## config.mk

```make
export PLATFORM = sky130hd
export DESIGN_NAME = dispatch_stage_n
export DESIGN_NICKNAME = d
export VERILOG_FILES = /design/src/rtl/dispatch_stage_n_pkg.sv /design/src/rtl/dispatch_stage_n_prf_busy_table.sv /design/src/rtl/dispatch_stage_n.sv
export SDC_FILE = /design/constraint.sdc
export NUM_CORES = 2
export LEC_CHECK = 0
export BUFFER_PORTS_ARGS = -buffer_cell sky130_fd_sc_hd__buf_2
export CORE_AREA = 2 2 382 384
export DETAILED_ROUTE_END_ITERATION = 10
export DIE_AREA = 0 0 384 386
export PLACE_DENSITY_LB_ADDON = 0.2
export SYNTH_ARGS = -nofsm -noshare
export SYNTH_HDL_FRONTEND = slang
export SYNTH_SLANG_ARGS = --single-unit
```

## constraint.sdc

```tcl
create_clock -name clk -period 29.9 [get_ports clk]
set_input_delay 5.98 -clock clk [delete_from_list [all_inputs] [get_ports clk]]
set_output_delay 5.98 -clock clk [all_outputs]
set_load 0.005 [all_outputs]
```

## src/rtl/dispatch_stage_n_pkg.sv

```systemverilog
// Shared types and constants for the dispatch stage and its PRF busy table.
package dispatch_stage_n_pkg;

    // Default configuration.
    localparam int unsigned NUM_FU_DEF   = 3;
    localparam int unsigned MEM_FU_DEF   = 3;
    localparam int unsigned NUM_WAKE_DEF = 3;

    // Physical register file and ROB sizing.
    localparam int unsigned NUM_PREG = 128;
    localparam int unsigned PREG_W   = $clog2(NUM_PREG);
    localparam int unsigned ROB_W    = 5;

    // Field widths of the renamed instruction.
    localparam int unsigned FU_W  = 3;
    localparam int unsigned OPC_W = 7;
    localparam int unsigned PC_W  = 32;

    // Opcodes that change how an instruction is routed or tracked.
    localparam logic [OPC_W-1:0] OPC_LOAD   = 7'b0000011;
    localparam logic [OPC_W-1:0] OPC_STORE  = 7'b0100011;
    localparam logic [OPC_W-1:0] OPC_BRANCH = 7'b1100011;
    localparam logic [OPC_W-1:0] OPC_JALR   = 7'b1100111;
    localparam logic [OPC_W-1:0] OPC_OP     = 7'b0110011;

    // fu codes: 0 is ROB-only, k in 1..NUM_FU targets channel k-1.
    localparam logic [FU_W-1:0] FU_NONE = 3'd0;
    localparam logic [FU_W-1:0] FU_MEM  = 3'd3;

    // Renamed instruction as delivered by rename.
    typedef struct packed {
        logic [FU_W-1:0]   fu;
        logic [OPC_W-1:0]  Opcode;
        logic [PREG_W-1:0] pd_new;
        logic [PREG_W-1:0] ps1;
        logic [PREG_W-1:0] ps2;
        logic [ROB_W-1:0]  rob_tag;
        logic [PC_W-1:0]   pc;
    } rename_data;

    // Distance of a ROB tag from the head; larger means younger.
    function automatic logic [ROB_W-1:0] rob_age(input logic [ROB_W-1:0] tag,
                                                 input logic [ROB_W-1:0] head);
        return ROB_W'(tag - head);
    endfunction

    // Memory ops need an LSQ entry in addition to their RS entry.
    function automatic logic is_ldst(input logic [OPC_W-1:0] opc);
        return (opc == OPC_LOAD) || (opc == OPC_STORE);
    endfunction

    // jalr is control flow but still writes rd; only stores and branches lack a destination.
    function automatic logic writes_dest(input logic [OPC_W-1:0] opc);
        return (opc == OPC_JALR) || ((opc != OPC_STORE) && (opc != OPC_BRANCH));
    endfunction

endpackage

```

## src/rtl/dispatch_stage_n_prf_busy_table.sv

```systemverilog
// PRF busy table: per-preg busy bit and producer ROB tag, wakeup ports,
// bypassed source readiness and selective clear of squashed producers.
module prf_busy_table
    import dispatch_stage_n_pkg::*;
#(
    parameter int unsigned NUM_WAKE = NUM_WAKE_DEF
) (
    input  logic                       clk,
    input  logic                       reset,
    // destination mark from the draining slot
    input  logic                       mark_i,
    input  logic [PREG_W-1:0]          mark_preg_i,
    input  logic [ROB_W-1:0]           mark_tag_i,
    // writeback wakeups
    input  logic [NUM_WAKE-1:0]        wake_valid_i,
    input  logic [NUM_WAKE*PREG_W-1:0] wake_preg_i,
    // selective flush
    input  logic                       flush_i,
    input  logic [ROB_W-1:0]           flush_tag_i,
    input  logic [ROB_W-1:0]           rob_head_i,
    // source readiness lookups
    input  logic [PREG_W-1:0]          rd_ps1_i,
    input  logic [PREG_W-1:0]          rd_ps2_i,
    output logic                       ps1_rdy_c_o,
    output logic                       ps2_rdy_c_o
);

    logic [NUM_PREG-1:0] busy_q;
    logic [NUM_PREG-1:0] busy_d;
    logic [ROB_W-1:0]    tag_q [NUM_PREG];
    logic [ROB_W-1:0]    tag_d [NUM_PREG];
    logic [ROB_W-1:0]    flush_age_c;
    logic                ps1_hit_c;
    logic                ps2_hit_c;

    // Next table state: wakeups and flush clear first, a new mark overrides both.
    always_comb begin
        busy_d      = busy_q;
        tag_d       = tag_q;
        flush_age_c = rob_age(flush_tag_i, rob_head_i);

        for (int unsigned i = 0; i < NUM_WAKE; i++) begin
            if (wake_valid_i[i]) begin
                busy_d[wake_preg_i[i*PREG_W +: PREG_W]] = 1'b0;
            end
        end

        if (flush_i) begin
            for (int unsigned p = 0; p < NUM_PREG; p++) begin
                if (rob_age(tag_q[p], rob_head_i) > flush_age_c) begin
                    busy_d[PREG_W'(p)] = 1'b0;
                end
            end
        end

        if (mark_i) begin
            busy_d[mark_preg_i] = 1'b1;
            tag_d[mark_preg_i]  = mark_tag_i;
        end
    end

    // Table registers; reset leaves every preg ready.
    always_ff @(posedge clk) begin
        if (reset) begin
            busy_q <= '0;
            for (int unsigned p = 0; p < NUM_PREG; p++) begin
                tag_q[p] <= '0;
            end
        end else begin
            busy_q <= busy_d;
            tag_q  <= tag_d;
        end
    end

    // Source readiness with same-cycle writeback bypass; p0 is hardwired ready.
    always_comb begin
        ps1_hit_c = 1'b0;
        ps2_hit_c = 1'b0;
        for (int unsigned i = 0; i < NUM_WAKE; i++) begin
            if (wake_valid_i[i] && (wake_preg_i[i*PREG_W +: PREG_W] == rd_ps1_i)) begin
                ps1_hit_c = 1'b1;
            end
            if (wake_valid_i[i] && (wake_preg_i[i*PREG_W +: PREG_W] == rd_ps2_i)) begin
                ps2_hit_c = 1'b1;
            end
        end
        ps1_rdy_c_o = (rd_ps1_i == '0) || !busy_q[rd_ps1_i] || ps1_hit_c;
        ps2_rdy_c_o = (rd_ps2_i == '0) || !busy_q[rd_ps2_i] || ps2_hit_c;
    end

endmodule

```

## src/rtl/dispatch_stage_n.sv

```systemverilog
// Dispatch stage: one registered slot between rename and NUM_FU reservation
// station channels plus the LSQ, with the PRF busy table for source readiness.
module dispatch_stage_n
    import dispatch_stage_n_pkg::*;
#(
    parameter int unsigned NUM_FU   = NUM_FU_DEF,
    parameter int unsigned MEM_FU   = MEM_FU_DEF,
    parameter int unsigned NUM_WAKE = NUM_WAKE_DEF
) (
    input  logic                       clk,
    input  logic                       reset,
    input  logic                       valid_in,
    input  rename_data                 data_in,
    output logic                       ready_in,
    input  logic                       rob_full,
    input  logic [ROB_W-1:0]           rob_head,
    input  logic                       lsq_full_in,
    input  logic                       mispredict,
    input  logic [ROB_W-1:0]           mispredict_tag,
    input  logic [NUM_WAKE-1:0]        wake_valid,
    input  logic [NUM_WAKE*PREG_W-1:0] wake_preg,
    input  logic [NUM_FU-1:0]          rs_full,
    output logic [NUM_FU-1:0]          rs_alloc_valid,
    output rename_data                 rs_alloc_data,
    output logic                       rs_ps1_rdy,
    output logic                       rs_ps2_rdy,
    output logic                       lsq_alloc_valid,
    output logic [ROB_W-1:0]           lsq_rob_tag,
    output logic [PC_W-1:0]            lsq_pc
);

    logic              slot_v_q;
    logic              slot_v_d;
    rename_data        slot_d_q;
    rename_data        slot_d_d;

    logic [NUM_FU-1:0] chan_sel_c;
    logic              slot_mem_c;
    logic              drain_c;
    logic              accept_c;
    logic              mark_c;
    logic              ps1_rdy_c;
    logic              ps2_rdy_c;

    // Decode the slot's target channel and whether it also needs an LSQ entry.
    always_comb begin
        chan_sel_c = '0;
        for (int unsigned c = 0; c < NUM_FU; c++) begin
            if (slot_d_q.fu == FU_W'(c + 1)) begin
                chan_sel_c[c] = 1'b1;
            end
        end
        slot_mem_c = (slot_d_q.fu == FU_W'(MEM_FU)) && is_ldst(slot_d_q.Opcode);
    end

    // Slot leaves when its channel (and LSQ for memory ops) can take it; fu 0 leaves freely.
    always_comb begin
        drain_c  = slot_v_q && !mispredict
                   && !(|(chan_sel_c & rs_full))
                   && !(slot_mem_c && lsq_full_in);
        ready_in = mispredict || (!rob_full && (!slot_v_q || drain_c));
        accept_c = valid_in && ready_in && !mispredict;
        mark_c   = drain_c && (slot_d_q.pd_new != '0) && writes_dest(slot_d_q.Opcode);
    end

    // Slot next state: flush empties, accept refills, drain empties, otherwise hold.
    always_comb begin
        slot_v_d = slot_v_q;
        slot_d_d = slot_d_q;
        if (mispredict) begin
            slot_v_d = 1'b0;
        end else if (accept_c) begin
            slot_v_d = 1'b1;
            slot_d_d = data_in;
        end else if (drain_c) begin
            slot_v_d = 1'b0;
        end
    end

    // Slot register.
    always_ff @(posedge clk) begin
        if (reset) begin
            slot_v_q <= 1'b0;
            slot_d_q <= '0;
        end else begin
            slot_v_q <= slot_v_d;
            slot_d_q <= slot_d_d;
        end
    end

    prf_busy_table #(
        .NUM_WAKE (NUM_WAKE)
    ) u_busy (
        .clk          (clk),
        .reset        (reset),
        .mark_i       (mark_c),
        .mark_preg_i  (slot_d_q.pd_new),
        .mark_tag_i   (slot_d_q.rob_tag),
        .wake_valid_i (wake_valid),
        .wake_preg_i  (wake_preg),
        .flush_i      (mispredict),
        .flush_tag_i  (mispredict_tag),
        .rob_head_i   (rob_head),
        .rd_ps1_i     (slot_d_q.ps1),
        .rd_ps2_i     (slot_d_q.ps2),
        .ps1_rdy_c_o  (ps1_rdy_c),
        .ps2_rdy_c_o  (ps2_rdy_c)
    );

    // Allocation outputs: quiet while the slot is empty, pulses only on drain.
    always_comb begin
        rs_alloc_valid  = '0;
        rs_alloc_data   = '0;
        rs_ps1_rdy      = 1'b0;
        rs_ps2_rdy      = 1'b0;
        lsq_alloc_valid = 1'b0;
        lsq_rob_tag     = '0;
        lsq_pc          = '0;
        if (slot_v_q) begin
            rs_alloc_data = slot_d_q;
            rs_ps1_rdy    = ps1_rdy_c;
            rs_ps2_rdy    = ps2_rdy_c;
        end
        if (drain_c) begin
            rs_alloc_valid = chan_sel_c;
            if (slot_mem_c) begin
                lsq_alloc_valid = 1'b1;
                lsq_rob_tag     = slot_d_q.rob_tag;
                lsq_pc          = slot_d_q.pc;
            end
        end
    end

endmodule

```

==> run metrics <==
VDD IR max 0.0401 mV; Least-Margin Pin Slew 1.51 ns; Rows 140; M3 GR Usage 8.26%; Logic pwr share 23.4%; post-CTS setup repair buffer count 0; Root Driver clkbuf_16; Clk Latency, worst-skew pair 0.76 ns; sequential fraction of the synthesis area 26.0%; Reg2Reg Launch Point slot_d_q[56]$_SDFFE_PP0P_; largest net degree at the start of global routing 216; share of cells above drive strength 1 8.20%; Critical Path Slowest Stage Cell a211oi_1; Chip Height 386 um; Final setup violation count 0; max incr delay on CP 0.71 ns; Layout Skew 0.0421 ns; reg-to-reg endpoint u_busy.busy_q[45]$_SDFF_PP0_; Core Footprint 145,000 um^2; Vias 58,924; Synth cell types 64; most frequent cells in the layout 1,298 x nand2_1, 964 x a21oi_1, 900 x ha_1, 826 x dfxtp_1, 414 x xnor2_1; Worst-path clk slew 0.06 ns; CTS buffer count 98; initial DRC count 5,969; Final TNS setup 0 ns; CTS sink count 837; post-synthesis async set-or-reset flop share 0%; top cell type's share of synthesized area 26.0%; Pint 2.15 mW; Slew HR -1.11%; M2 GR Usage 50.8%; CP Launch Type input pin; Tot GR Track Use 32.2%; fmax 0.0717 GHz; drt total wl 245 mm; Setup Crit Path Kind input pin to output pin; die area 148,000 um^2; Net Sw Frac 31.7%; clock share of power 40.8%; PostCTS Resize Cnt 0; DRC violation count after routing 0; clk buf depth 3; register-to-register setup slack 25.74 ns; Worst EP arrival 7.98 ns; pwr dens 44.3 nW/um^2; fin nets 8,928; EDFF count, synth 0; PortBufs 222; fillers 13,888; P_leak 29.2 nW; Area Growth Syn to Fin 10.3%; number of antenna violations at the first check in global routing 30; failing checks max-capacitance violations, max-slew violations; grt ovf 0; ys flop type dfxtp_1; Reg2Reg Depth 4; HP Start u_busy.tag_q[355]$_SDFFE_PP0P_; GRT met1 Usage 41.0%; boundary pin count 223; busiest layer in global routing met2; post-route insts no fill 9,807; RSZ-0062 raised after global routing false; Initial Util 44.6%; Min-Delay Endpoint u_busy.tag_q[355]$_SDFFE_PP0P_; vias in the first global route 55,333; most common cell after layout, fill and taps aside nand2_1; pins over their slew limit 11; Hold-fix buffers, CTS 0; fraction of the cycle the final worst path needs 46.7%; worst hold path type flip-flop to flip-flop; Netlist Area Pre-Place 64,500 um^2; first-pass GRT wire length 358 mm; area leader, netlist dfxtp_1; crit end category output pin; Max Cap Violations 1; instance count of the mapped netlist 7,720; Chip Width 384 um; DRT Pass-1 Iters 8; H-tree depth 3; gpl congestion 0.976; Avg Vias per Cell 6.01; Area contributors post-synth dfxtp_1 26%, ha_1 17%, nand2_1 7.6%; status finished, violations left; fin crit period 13.96 ns; CTS tree built; Ys Warns 0; post-synth net total 8,860; Net Switching 0.999 mW; Seq cells post-synth 837; Worst Path Required 23.92 ns; Mean Syn Cell Area 8.36 um^2; critical path fanouts, max 7; Routed WL per cell 25.0 um; final hold viol count 0; antenna-violating nets left 0; Hold Path Depth 2; Sequential Power Share 35.8%; dpl cells 9,605; DP HPWL 159 mm; Cell Chain, Critical Path buf_2 -> xnor2_1 -> nand4_1 -> nor2_1 -> nor4_1 -> nand3_1 -> nor4_1 -> a211oi_1 -> buf_2
-- state kept, by name (all words and copies together) (netlist names) --
| name | flops |
|---|---|
| u_busy.tag_q | 640 |
| u_busy.busy_q | 128 |
| slot_d_q | 68 |
| slot_v_q | 1 |
-- area by class of cell --
class	instances	area (um^2)	share of cell area, %
multi-input combinational	6099	44800	63.0
sequential	837	16800	23.6
clock buffer	144	2900	4.07
tap	1917	2400	3.37
timing repair buffer	355	2200	3.09
inverter	397	1520	2.13
clock inverter	38	477	0.670
antenna	20	50.0	0.0703
-- routing by layer --
metal  wire [um]  up-vias
met5         195        -
met2      107000     2742
met4       12200       20
li1            -    27419
met1      100000    28076
met3       25600      667
-- cell families (layout without fill, tap and decap cells) --
family	after synthesis	count (layout)	share of synthesized area [%]
buf+inv	784	934	4.76
compound gates	2208	2208	20.5
mux	134	134	3.09
flops	837	837	26.0
simple gates	2040	2040	14.6
xor+xnor	559	559	7.60
fa+ha+maj	1158	1158	23.5
other cells	0	20	0
-- power groups by stage --
stage,Combinational (mW),Clock (mW),Sequential [mW]
2_1_floorplan,0.511,0,1.14
3_3_place_gp,0.703,0,1.15
3_5_place_dp,0.722,0,1.15
4_1_cts,0.726,1.30,1.13
5_1_grt,0.810,1.34,1.13
6_report,0.736,1.29,1.13
-- how the worst max path moves through the flow --
| stage | endpoint | slack, ns | startpoint |
|---|---|---|---|
| floorplan | u_busy.busy_q[0]$_SDFF_PP0_ | 9.82 | rob_head[1] |
| detailed placement | rs_ps1_rdy | 16.03 | wake_preg[14] |
| finish | rs_ps1_rdy | 15.94 | wake_preg[14] |
| CTS | rs_ps1_rdy | 16.03 | wake_preg[14] |
| global route | rs_ps1_rdy | 15.86 | wake_preg[14] |
| global placement | rs_ps1_rdy | 16.02 | wake_preg[14] |
-- Yosys cell counts, drive strengths merged, types with 3 or more instances --
master  number
o21ai      319
nand3b      99
inv        397
a31oi      255
xnor2      416
mux4        52
clkbuf     277
a21o       386
nor3b        3
o22ai        5
a311oi       3
nand4       13
nand2     1304
dfxtp      837
and2       106
o211ai       3
nor4        11
nor3        35
buf        110
a211oi       6
fa         129
and3         6
nand4b     128
mux2i       79
a22o       126
mux2         3
a21oi      965
ha         900
a22oi      128
nor2       233
xor2       143
nor4b        5
nand3       40
nand2b      31
maj3       129
nor2b       16
-- critical path, delay by kind of cell --
family          cells  cell delay (ns)
compound gates      1             0.71
xor+xnor            1             0.17
buf+inv             2             0.44
simple gates        5             0.67
-- metrics by stage --
stage	worst slack [ns]	hold WS [ns]	total power [mW]	cell area [um^2]	util, %
after floorplan	9.82	0.420	1.66	64500	-
after global placement	16.02	0.430	1.85	67700	46.9
after detailed placement	16.03	0.446	1.87	67700	46.9
after CTS	16.03	0.453	3.15	71100	49.2
after global routing	15.86	0.466	3.28	71100	49.2
final	15.94	0.451	3.15	71100	49.2
Note: power is estimated with default switching activity, not from simulation.
